**src/rtl/dmem_dma_pkg.sv**
```systemverilog
// Shared types and constants for the data-memory copy engine.
package dmem_dma_pkg;

    typedef enum logic [1:0] {
        IDLE  = 2'd0,
        READ  = 2'd1,
        WRITE = 2'd2,
        DONE  = 2'd3
    } state_t;

    localparam int WORD_BYTES = 4;

endpackage

```
**src/rtl/dmem_dma.sv**
```systemverilog
// Word-copy DMA engine sharing the data memory's single port with the CPU.
// The CPU always wins the port; the engine simply holds its state while cpu_en is high.
module dmem_dma
    import dmem_dma_pkg::*;
#(
    parameter int Nloc  = 64,
    parameter int Dbits = 32,
    localparam int AW   = $clog2(Nloc) + 2,
    localparam int CW   = $clog2(Nloc) + 1
) (
    input  logic             clock,
    input  logic             reset_n,
    input  logic             start,
    input  logic [AW-1:0]    src_addr,
    input  logic [AW-1:0]    dst_addr,
    input  logic [CW-1:0]    count,
    output logic             busy,
    output logic             done,
    input  logic             cpu_en,
    input  logic             cpu_wr,
    input  logic [AW-1:0]    cpu_addr,
    input  logic [Dbits-1:0] cpu_din,
    output logic [Dbits-1:0] cpu_dout,
    output logic             mem_wr,
    output logic [AW-1:0]    mem_addr,
    output logic [Dbits-1:0] mem_din,
    input  logic [Dbits-1:0] mem_dout
);

    localparam logic [AW-1:0] ALIGN_MASK = ~AW'(WORD_BYTES - 1);
    localparam logic [AW-1:0] STEP       = AW'(WORD_BYTES);

    state_t           state;
    logic [AW-1:0]    src_ptr;
    logic [AW-1:0]    dst_ptr;
    logic [CW-1:0]    remaining;
    logic [Dbits-1:0] data_reg;

    // Pointers are AW bits wide, so stepping past the top word wraps to word 0.
    always_ff @(posedge clock) begin
        if (!reset_n) begin
            state     <= IDLE;
            busy      <= 1'b0;
            done      <= 1'b0;
            src_ptr   <= '0;
            dst_ptr   <= '0;
            remaining <= '0;
            data_reg  <= '0;
        end else begin
            case (state)
                IDLE: begin
                    done <= 1'b0;
                    if (start) begin
                        if (count != '0) begin
                            src_ptr   <= src_addr & ALIGN_MASK;
                            dst_ptr   <= dst_addr & ALIGN_MASK;
                            remaining <= count;
                            busy      <= 1'b1;
                            state     <= READ;
                        end else begin
                            done  <= 1'b1;
                            state <= DONE;
                        end
                    end
                end
                READ: begin
                    if (!cpu_en) begin
                        data_reg <= mem_dout;
                        state    <= WRITE;
                    end
                end
                WRITE: begin
                    if (!cpu_en) begin
                        src_ptr   <= src_ptr + STEP;
                        dst_ptr   <= dst_ptr + STEP;
                        remaining <= remaining - CW'(1);
                        if (remaining == CW'(1)) begin
                            busy  <= 1'b0;
                            done  <= 1'b1;
                            state <= DONE;
                        end else begin
                            state <= READ;
                        end
                    end
                end
                DONE: begin
                    done  <= 1'b0;
                    state <= IDLE;
                end
                default: begin
                    busy  <= 1'b0;
                    done  <= 1'b0;
                    state <= IDLE;
                end
            endcase
        end
    end

    // Engine write is gated by reset_n so an abort never commits the pending word.
    always_comb begin
        mem_wr   = 1'b0;
        mem_addr = '0;
        mem_din  = data_reg;
        if (cpu_en) begin
            mem_wr   = cpu_wr;
            mem_addr = cpu_addr;
            mem_din  = cpu_din;
        end else begin
            case (state)
                READ:    mem_addr = src_ptr;
                WRITE: begin
                    mem_addr = dst_ptr;
                    mem_wr   = reset_n;
                end
                default: mem_addr = '0;
            endcase
        end
    end

    assign cpu_dout = mem_dout;

endmodule

```
**config.mk**
```make
export PLATFORM = sky130hd
export DESIGN_NAME = dmem_dma
export DESIGN_NICKNAME = d
export VERILOG_FILES = /design/src/rtl/dmem_dma_pkg.sv /design/src/rtl/dmem_dma.sv
export SDC_FILE = /design/constraint.sdc
export NUM_CORES = 1
export LEC_CHECK = 0
export BUFFER_PORTS_ARGS = -buffer_cell sky130_fd_sc_hd__clkbuf_2
export CORE_ASPECT_RATIO = 1.4
export CORE_MARGIN = 2
export CORE_UTILIZATION = 30
export DETAILED_ROUTE_END_ITERATION = 16
export SYNTH_ARGS = -nofsm -noshare
export SYNTH_HDL_FRONTEND = slang
export SYNTH_SLANG_ARGS = --single-unit
export TNS_END_PERCENT = 20
```
**constraint.sdc**
```tcl
create_clock -name clock -period 5.2 [get_ports clock]
set_input_delay 1.56 -clock clock [delete_from_list [all_inputs] [get_ports clock]]
set_output_delay 1.56 -clock clock [all_outputs]
set_load 0.005 [all_outputs]
```
# [Word-level counts from Yosys, hierarchy flattened]
# Cells that the tools add are included.
[word_totals] regBits=59 out_inout_bits=75
[op_classes] n_addsub=3 n_eq_ne=9 mux=33 bitwise=1 n_reduce_logical=9
[ops] cell="8-bit 2-to-1 mux" n=7
[ops] cell="8-bit case mux with 2 select lines" n=3
[ops] cell="32-bit 2-to-1 mux" n=1
[ops] cell="7-bit 2-to-1 mux" n=3
[ops] cell="8-bit by 3-bit adder with 8-bit output, second input constant" n=2
[ops] cell="7-bit case mux with 2 select lines" n=1
[ops] cell="1-bit 2-to-1 mux" n=10
[ops] cell="2-bit 2-to-1 mux" n=5
[ops] cell="2-bit != test, second input constant" n=5
[ops] cell="2-bit case mux with 4 select lines" n=1
[ops] cell="7-bit by 1-bit equality test with 1-bit output, second input constant" n=1
[ops] cell="7-bit nonzero test" n=1
[ops] cell="7-bit by 1-bit subtractor with 7-bit output, second input constant" n=1
[ops] cell="3-bit AND reduction" n=2
[ops] cell="5-bit AND reduction" n=1
[ops] cell="2-bit equality test, second input constant" n=2
[ops] cell="4-bit AND reduction" n=1
[ops] cell="1-bit case mux with 3 select lines" n=1
[ops] cell="3-bit nonzero test" n=1
[ops] cell="2-bit by 1-bit equality test with 1-bit output, second input constant" n=1
[ops] cell="2-bit zero test" n=1
[ops] cell="1-bit case mux with 2 select lines" n=1
[ops] cell="2-bit AND reduction" n=1
[ops] cell="2-bit nonzero test" n=1
[ops] cell="1-bit NOT" n=1

# [Logic depth before layout (Yosys ltp)]
# Gate-level depths: netlist of run 1.
[logic_depth] word_depth=4 mapped_depth=9 mapped_depth_nobuf=6

# [Worst setup path after synthesis of run 1]
# Ideal clock, no wire load.
[synth_path] kind="input -> output" start="input cpu_en" end="output mem_din[10]" arrival_ns=2.564 path_slack_ns=1.076 cell_stages=3 cell_sequence="clkbuf_1 -> buf_1 -> mux2_2"
[synth_via] elab_chain_len=1
[synth_lines] item="from (decl)" line="dmem_dma.sv:19" rtl="input logic cpu_en,"
[synth_lines] item="32-bit 2-to-1 mux" line="dmem_dma.sv:104" rtl="if (cpu_en) begin"
[synth_lines] item="to (decl)" line="dmem_dma.sv:26" rtl="output logic [Dbits-1:0] mem_din,"
# No other way between the ends.

# [Worst setup path after layout of run 1]
[layout_path] start="register state[0]" end="output mem_wr"
[layout_via] elab_chain_len=3
[layout_lines] item="from (decl)" line="dmem_dma.sv:33" rtl="state_t state;"
[layout_lines] item="from (signal assigned)" line="dmem_dma.sv:42" rtl="state <= IDLE;"
[layout_lines] item="from (signal assigned)" line="dmem_dma.sv:59" rtl="state <= READ;"
[layout_lines] item="from (signal assigned)" line="dmem_dma.sv:62" rtl="state <= DONE;"
[layout_lines] item="2-bit equality test" line="dmem_dma.sv:109" rtl="case (state)"
[layout_lines] item="1-bit 2-to-1 mux" line="dmem_dma.sv:109"
[layout_lines] item="1-bit 2-to-1 mux" line="dmem_dma.sv:104"
[layout_lines] item="to (decl)" line="dmem_dma.sv:24" rtl="output logic mem_wr,"
# No other way between the ends.

==> out/metrics.cfg, run 1 <==
[floorplan]
start_util_pct=30.5
rows=46
core_region_area_um2=11300
ios=175
chipWidth_um=94.5
die_area_um2=12400
die-height_um=131

[finish]
nets=653
layout-drive-gt1-share_pct=41.6
syn_to_final_growth_pct=24.0
antenna_cells=0
fin_cells=690
largest_register_ffs=32

[pwr]
seq_power_share_pct=34.9
p_per_area_nw_per_um2=424
internal-power_mw=1.06
power_leakage_nw=1.90
p_clk_share_pct=19.2
swShare_pct=41.2
power_switching_mw=0.747
p_comb_share_pct=46.0
irDropWorstVdd_mv=0.205

[global_routing]
grt_max_degree=51
grt_use_total_pct=15.3
grt_pass1_vias=3225
grt_overflow_total=0
antenna_found_initial=0
grt_pass1_wl_um=15000

[timing]
slew_violations=0
fin_crit_sh_pct=84.2
worst_slew_pin_slew_ns=0.843
setup_ws_ns=0.823
finalSetupViolCount=0
min_period_ns=4.38
hold_viol_final=0
slew_headroom_pct=43.8
tns_ns=0
skew_ns=0.00862
clock.fmax_mhz=228
rsz0062_at_grt=no

[synth]
ys_async_sr_fraction_pct=0
syn_inst=425
ys_ff_latch=55
syn_area_um2=3440
synth_cell_types=47
yosysWarnings=0
synth_edf_count=0
ys.flop_type=dfxtp_1
yosysSeqAreaShare_pct=32.0
syn_nets=533
avgSynthCellArea_um2=8.10

[placement]
dp_cells=682
post-place-ws_ns=0.898
numPortBuffers=170
dp_hpwl_um=7120
gp_congestion=0.735

[outcome]
run_status=complete, no violations

[routing]
drtIter0Drc=185
first_pass_iters=4
route.detailed.drc=0
vias_per_cell=4.97
wirelength_um=9890
drt-wirelength-per-cell_um=14.3
final_antenna_net_count=0
route.vias.total=3432

[worst_setup_path]
cp.arrival_ns=2.82
path_class=flip-flop to output pin
worstPathRequired_ns=3.64
crit_fanout=24
reg2reg_setup_slack_ns=2.33
reg2reg_from=state[0]$_SDFFE_PN0P_
r2r_end=src_ptr[6]$_SDFFE_PN0P_
end_kind=output pin
worstRegToRegCells=6
crit_path_start_kind=flip-flop

[clocking]
clock_latency_ns=0.30
cts_resized=0
cts_buffers=5
cts_hold_buffers=0
cts_root_buf=clkbuf_16
cts.sinks=55
cts-htree-levels=2
path_clk_slew_ns=0.08
cts_tree=built
post_cts_buffers=0
clk_path_buf_depth=2

[worst_hold_path]
min_path_cells=2
hp-class=flip-flop to flip-flop
worstHoldStart=data_reg[16]$_SDFFE_PN0P_
whs_endpoint=data_reg[16]$_SDFFE_PN0P_

[flow_run]
drv_cap=0

-- stage by stage --
stage                     hold slack (ns)  area, um2  power [mW]  utilization, %
final                               0.453       4270        1.81            37.8
after global routing                0.475       4270        1.95            37.8
after CTS                           0.457       4270        1.82            37.8
after detailed placement            0.446       4120        1.47            36.5
after global placement              0.443       4120        1.45            36.5
after floorplan                     0.434       3440        1.26               -
-- layout make-up --
cell class,instances,area [um2]
flip-flops and latches,55,1100
fillers,1229,7010
clock buffers,6,129
repair buffers,177,903
inverters,14,52.6
clock inverters,2,17.5
well taps,144,180
multi-input cells,292,1880
-- logic make-up (layout without fill, tap and decap cells) --
kind of cell / after synthesis / after routing / synth area share [%]
AND/OR/NAND/NOR: 139 / 139 / 18.3
buffers and inverters: 78 / 199 / 13.3
adder cells (fa/ha/maj): 8 / 8 / 2.91
flip-flops: 55 / 55 / 32.0
AO/OA/AOI/OAI: 108 / 108 / 21.5
multiplexers: 37 / 37 / 11.9
-- cell usage in the layout (no fill, tap or decap), types with 2 or more instances in the layout --
cell / count
o221a_2: 2
nor3_1: 3
mux2i_1: 5
nand2b_1: 7
clkinv_4: 2
o22ai_1: 3
a2bb2oi_1: 2
clkbuf_16: 5
a22oi_1: 6
a41oi_1: 2
nand2_1: 93
o31ai_1: 2
nor2b_1: 2
and2_1: 2
a211oi_1: 2
nor2_1: 8
nor4_1: 2
ha_1: 8
buf_4: 7
dfxtp_1: 55
clkbuf_2: 170
a221oi_1: 12
and3_2: 3
or4_4: 2
o32ai_1: 13
mux2_2: 32
inv_1: 12
nand3_1: 6
a21oi_1: 41
and3_1: 4
nor3b_1: 2
clkinv_1: 2
o31a_1: 2
a211oi_2: 2
o21ai_0: 12
a311oi_1: 2
-- power by group through the flow --
stage	Clock, mW	Combinational [mW]	Sequential [mW]
after CTS	0.360	0.834	0.630
after floorplan	0	0.645	0.610
after global placement	0	0.816	0.633
after detailed placement	0	0.833	0.638
final	0.347	0.832	0.631
after global routing	0.369	0.938	0.647
-- worst max-delay path, stage by stage (launching register included) --
cell and delay, ns:
dfxtp_1 0.36, inv_1 0.10, ha_1 0.71, clkinv_1 0.75, o31ai_1 0.43, clkbuf_2 0.17
-- cell usage after synthesis (2+ instances only) --
cell	n	share of area, %
nand2_1	93	10
dfxtp_1	55	32
a21oi_1	41	6.0
buf_4	34	7.4
mux2_2	32	10
clkbuf_1	20	2.2
o32ai_1	13	3.3
a221oi_1	12	3.1
inv_1	12	1.3
o21ai_0	12	1.7
ha_1	8	2.9
nor2_1	8	0.87
nand2b_1	7	1.3
a22oi_1	6	1.3
nand3_1	6	0.87
mux2i_1	5	1.5
and3_1	4	0.73
buf_6	4	1.3
and3_2	3	0.65
buf_1	3	0.33
nor2b_1	3	0.55
nor3_1	3	0.44
o22ai_1	3	0.55
a211oi_1	2	0.44
a211oi_2	2	0.73
a2bb2oi_1	2	0.51
a311oi_1	2	0.51
a41oi_1	2	0.51
and2_1	2	0.36
buf_2	2	0.29
clkinv_1	2	0.22
nor3b_1	2	0.44
nor4_1	2	0.36
o221a_2	2	0.65
o31a_1	2	0.51
o31ai_1	2	0.44
or4_4	2	0.65
-- per-layer routing --
| layer | vias up | GRT usage, % | wire length [um] |
|---|---|---|---|
| met5 | - | 0 | 0 |
| met4 | 0 | 7.25 | 210 |
| met3 | 14 | 2.69 | 655 |
| met2 | 125 | 25.8 | 5050 |
| met1 | 1575 | 18.9 | 3970 |
| li1 | 1718 | - | - |
-- worst max path at each step --
stage / startpoint / endpoint / slack (ns) / cells past startpoint
floorplan: cpu_en / mem_din[10] / 1.08 / 3
global placement: cpu_en / mem_din[24] / 0.92 / 4
detailed placement: cpu_en / mem_din[24] / 0.90 / 4
CTS: state[0]$_SDFFE_PN0P_ / mem_wr / 0.85 / 5
global route: state[0]$_SDFFE_PN0P_ / mem_wr / 0.57 / 5
finish: state[0]$_SDFFE_PN0P_ / mem_wr / 0.82 / 5
Power figures use the tool's default switching activity.
==> run 2: changes to the inputs <==
ABC_AREA = 1   (was unset)
clock period = 4.55 ns   (was 5.2 ns; I/O delays follow)
==> run 2 against run 1 <==
Net effect: register-to-register slack worse by 0.07 ns; area after synthesis shrank 0.95%; clock power rose by 29%; highest routed layer unchanged; cell count grew 19%; non-clock buffer count is 1 higher; critical path depth increased by 1; synthesized cell count is 30% higher.
==> out/metrics.cfg, run 2 <==
[finish]
stdcell_area_um2=4300
largest_register_ffs=32
fin_cells=824
syn_to_final_growth_pct=26.2
final_cell_mix=nand2_1 (193), clkbuf_2 (170), nor2_1 (89), dfxtp_1 (55), o21ai_0 (46)
final_util_pct=38.3
antenna_cells=0
layout-drive-gt1-share_pct=28.7
final_common_cell=nand2_1
nets=787
nFillCells=1231

[global_routing]
antenna_found_initial=0
grt_pass1_vias=3580
grt_overflow_total=0
grt_use_total_pct=16.2
grt_max_degree=46
grt_pass1_wl_um=16000

[pwr]
power.total_mw=2.13
seq_power_share_pct=35.2
internal-power_mw=1.26
power_leakage_nw=2.38
swShare_pct=40.7
p_comb_share_pct=43.7
p_per_area_nw_per_um2=495
irDropWorstVdd_mv=0.151
p_clk_share_pct=21.1
power_switching_mw=0.866

[routing]
final_antenna_net_count=0
drt-wirelength-per-cell_um=12.0
first_pass_iters=6
wirelength_um=9910
route.detailed.drc=0
drtIter0Drc=145
vias_per_cell=4.57
route.vias.total=3762

[floorplan]
rows=46
start_util_pct=30.4
die-height_um=130
die_area_um2=12200
ios=175
core_region_area_um2=11200
chipWidth_um=94.1

[timing]
fin_crit_sh_pct=82.4
worst_slew_pin_slew_ns=0.505
slew_violations=0
slew_headroom_pct=66.3
skew_ns=0.00245
setup_ws_ns=0.800
tns_ns=0
rsz0062_at_grt=no
hold_slack_ns=0.462
clock.fmax_mhz=267
hold_viol_final=0
finalSetupViolCount=0
min_period_ns=3.75

[synth]
synth.most_common_cell=nand2_1
synth.top_cell.area_share_pct=32.3
ys.flop_type=dfxtp_1
yosysWarnings=0
syn_inst=554
synth_area_leaders=dfxtp_1 (32%), nand2_1 (21%), nor2_1 (9.9%)
synth_edf_count=0
synthTopCellsByCount=nand2_1 (193), nor2_1 (90), dfxtp_1 (55)
syn_area_um2=3410
synth_cell_types=28
ys_ff_latch=55
syn_nets=662
synth_top_cell_by_area=dfxtp_1
avgSynthCellArea_um2=6.15
ys_async_sr_fraction_pct=0
yosysSeqAreaShare_pct=32.3

[worst_setup_path]
cp.buffers_inverters=4
crit_family=buffers and inverters
crit_path_top_delay_cell=buf_4
crit_fanout=32
worstPathRequired_ns=3.18
slowest_delay_ns=0.38
reg2reg_setup_slack_ns=2.26
cp.arrival_ns=2.38
end_kind=output pin
r2r_end=dst_ptr[2]$_SDFFE_PN0P_
reg2reg_from=state[0]$_SDFFE_PN0P_
crit_path_start_kind=primary input
path_class=primary input to output pin
path_cells=clkbuf_2, inv_1, buf_4, nand2_1, nand2_1, clkbuf_2
worstRegToRegCells=9

[placement]
gp_congestion=0.871
dpl_cell_area_um2=4130
numPortBuffers=170
dp_hpwl_um=7430
dp_cells=816
post-place-ws_ns=0.773

[clocking]
cts_resized=0
cts_tree=built
clock_latency_ns=0.29
post_cts_buffers=0
cts_buffers=5
cts.sinks=55
path_clk_slew_ns=0.07
cts_hold_buffers=0
cts_root_buf=clkbuf_16
clk_path_buf_depth=2
cts-htree-levels=2

[worst_hold_path]
hp-class=flip-flop to flip-flop
worstHoldStart=busy$_SDFFE_PN0P_
min_path_cells=2
whs_endpoint=busy$_SDFFE_PN0P_

[outcome]
run_status=complete, no violations

[flow_run]
drv_cap=0

==> run 2: cell types whose count changed after synthesis, sizes merged, moves of 7 or more <==
cell / change
nor2: +83
a21oi: -18
inv: +22
o21ai: +34
nand2: +99
and3: -7
nand2b: -7
mux2: -32
o32ai: -13
a221oi: -12
nand3: +16
==> run 2: layout make-up <==
type                       instances  area (um2)  share of cell area (%)
sequential                        55        1100                    25.6
inverter                          34         130                    3.03
clock buffer                       6         139                    3.23
multi-input combinational        405        1810                    42.0
timing repair buffer             178         911                    21.2
clock inverter                     2        35.0                   0.814
tap                              144         180                    4.19
==> run 2: cells by family (layout without fill, tap and decap cells) <==
group	count (synthesis)	in the layout	share of synthesized area, %
AOI/OAI and AO/OA	78	78	12.3
xor gates and xnor gates	3	3	0.771
DFF	55	55	32.3
buffers and inverters	94	220	14.8
muxes	3	3	0.881
adders and majority gates	8	8	2.94
and+or+nand+nor	313	313	36.0
==> run 2: worst reg2reg max path, cell delays in order (launching register included) <==
cell and delay, ns:
dfxtp_1 0.40, inv_1 0.09, ha_1 0.24, buf_4 0.24, nand2_1 0.12, nand3_2 0.42, inv_2 0.47, nand2_1 0.09
nand2_1 0.07, nor2_1 0.04
==> run 2: worst max-delay path by stage <==
stage,cells past startpoint,endpoint,start
after floorplan,6,mem_din[11],cpu_en
after global placement,6,mem_din[26],cpu_en
after detailed placement,6,mem_din[26],cpu_en
after CTS,6,mem_din[26],cpu_en
after global routing,6,mem_din[26],cpu_en
final,6,mem_din[26],cpu_en
==> run 2: metal layers <==
| layer | track usage, % | share of wire, % | vias up |
|---|---|---|---|
| met5 | 0 | 0 | - |
| met1 | 17.2 | 38 | 1654 |
| met4 | 6.48 | 2.2 | 0 |
| li1 | - | - | 1959 |
| met3 | 3.52 | 6.9 | 19 |
| met2 | 30.6 | 53 | 130 |
==> run 2: power groups by stage <==
stage	registers [mW]	clock network, mW	logic, mW
after CTS	0.748	0.464	0.941
after detailed placement	0.757	0	0.935
final	0.749	0.448	0.930
after floorplan	0.731	0	0.708
after global placement	0.751	0	0.909
after global routing	0.770	0.477	1.07
==> run 3: changes to the inputs <==
clock period = 3.3 ns   (was 4.55 ns; I/O delays follow)
==> run 3 against run 2 <==
Net effect: flip-flop and latch count did not move; routed wire length decreased by 0.18%; design area hardly changed; first-iteration DRC count is 13% lower; register-to-register slack lost 0.97 ns; largest power group unchanged; sequential power increased by 38%; cell count up 0.12%; non-clock buffer count grew 1; critical path depth grew 1; critical endpoint is now mem_addr[7]; clock-buffer cell count up 2.
==> out/metrics.cfg, run 3 (synthesis results as in run 2) <==
[clocking]
cts_hold_buffers=0
path_clk_slew_ns=0.07
clk_path_buf_depth=2
cts.sinks=55
cts-htree-levels=2
cts_buffers=5
post_cts_buffers=0
cts_tree=built
clock_latency_ns=0.29
cts_resized=0
cts_root_buf=clkbuf_16

[timing]
skew_ns=0.00519
slew_headroom_pct=71.2
slew_violations=0
tns_ns=0
setup_ws_ns=0.383
finalSetupViolCount=0
min_period_ns=2.92
rsz0062_at_grt=no
worst_slew_pin_slew_ns=0.433
hold_viol_final=0
clock.fmax_mhz=343
fin_crit_sh_pct=88.4

[floorplan]
rows=46
die_area_um2=12200
chipWidth_um=94.1
core_region_area_um2=11200
die-height_um=130
start_util_pct=30.4
ios=175

[worst_setup_path]
crit_fanout=27
crit_path_start_kind=flip-flop
end_kind=output pin
worstPathRequired_ns=2.31
path_class=flip-flop to output pin
cp.arrival_ns=1.93

[pwr]
p_clk_share_pct=19.4
seq_power_share_pct=35.8
swShare_pct=41.3
power_leakage_nw=2.38
internal-power_mw=1.69
irDropWorstVdd_mv=0.247
p_comb_share_pct=44.8
power_switching_mw=1.19
p_per_area_nw_per_um2=670

[global_routing]
grt_overflow_total=0
grt_pass1_wl_um=16200
grt_use_total_pct=16.2
antenna_found_initial=0
grt_pass1_vias=3632
grt_max_degree=46

[routing]
drt-wirelength-per-cell_um=12.0
final_antenna_net_count=0
wirelength_um=9890
route.vias.total=3777
first_pass_iters=4
vias_per_cell=4.58
route.detailed.drc=0
drtIter0Drc=126

[finish]
regArea_um2=1100
multi_input_area_um2=1810
largest_register_ffs=32
antenna_cells=0
syn_to_final_growth_pct=26.2
final_common_cell=nand2_1
final_cell_mix=nand2_1 (193), clkbuf_2 (170), nor2_1 (89), dfxtp_1 (55), o21ai_0 (46)
nFillCells=1236
nets=788
layout-drive-gt1-share_pct=28.6

[placement]
dp_hpwl_um=7450
numPortBuffers=170
gp_congestion=0.880
post-place-ws_ns=0.379

[worst_hold_path]
hp-class=flip-flop to flip-flop

[flow_run]
drv_cap=0

[outcome]
run_status=complete, no violations

-- run 3: cell count changes in the layout (fill, tap and decap cells not counted), sizes merged --
cell    delta
clkinv     -1
bufinv     -1
buf        +1
clkbuf     +2
-- run 3: power by group through the flow --
| stage | logic (mW) | clock network, mW | registers, mW |
|---|---|---|---|
| final | 1.29 | 0.561 | 1.03 |
| after floorplan | 0.977 | 0 | 1.01 |
| after detailed placement | 1.30 | 0 | 1.04 |
| after global routing | 1.48 | 0.596 | 1.07 |
| after global placement | 1.27 | 0 | 1.04 |
| after CTS | 1.30 | 0.579 | 1.03 |
-- run 3: layer usage --
layer / vias to the layer above / part of all wire [%] / global-route usage, %
li1: 1962 / - / -
met1: 1689 / 40 / 17.8
met2: 113 / 52 / 30.5
met3: 13 / 5.8 / 2.94
met4: 0 / 1.8 / 5.97
met5: - / 0 / 0
-- run 3: area by class of cell --
cell class	count	share of cell area, %
clock buffers	8	3.63
inverters	34	3.02
multi-input cells	405	41.9
flip-flops and latches	55	25.6
well taps	144	4.19
repair buffers	179	21.6
-- run 3: stage by stage --
| step | util (%) | instance area, um2 | total power [mW] | hold WS [ns] | std cells |
|---|---|---|---|---|---|
| after floorplan | - | 3410 | 1.98 | 0.456 | 554 |
| after global placement | 37.0 | 4150 | 2.30 | 0.456 | 817 |
| after detailed placement | 37.0 | 4150 | 2.34 | 0.461 | 817 |
| after CTS | 38.4 | 4300 | 2.92 | 0.477 | 825 |
| after global routing | 38.4 | 4300 | 3.14 | 0.509 | 825 |
| final | 38.4 | 4300 | 2.89 | 0.477 | 825 |
-- run 3: worst max-delay path, cell delays in order (launching register included) --
cell	delay, ns
dfxtp_1	0.36
inv_1	0.10
ha_1	0.43
inv_4	0.23
o22ai_1	0.21
nand3_1	0.08
nand2_1	0.11
clkbuf_2	0.12
-- run 3: worst paths after layout --
path / startpoint / to / slack [ns] / cells past startpoint
min reg2reg: busy$_SDFFE_PN0P_ / busy$_SDFFE_PN0P_ / 0.48 / 2
max: state[0]$_SDFFE_PN0P_ / mem_addr[7] / 0.38 / 7
max reg2reg: state[0]$_SDFFE_PN0P_ / dst_ptr[2]$_SDFFE_PN0P_ / 1.29 / 9
min: busy$_SDFFE_PN0P_ / busy$_SDFFE_PN0P_ / 0.48 / 2
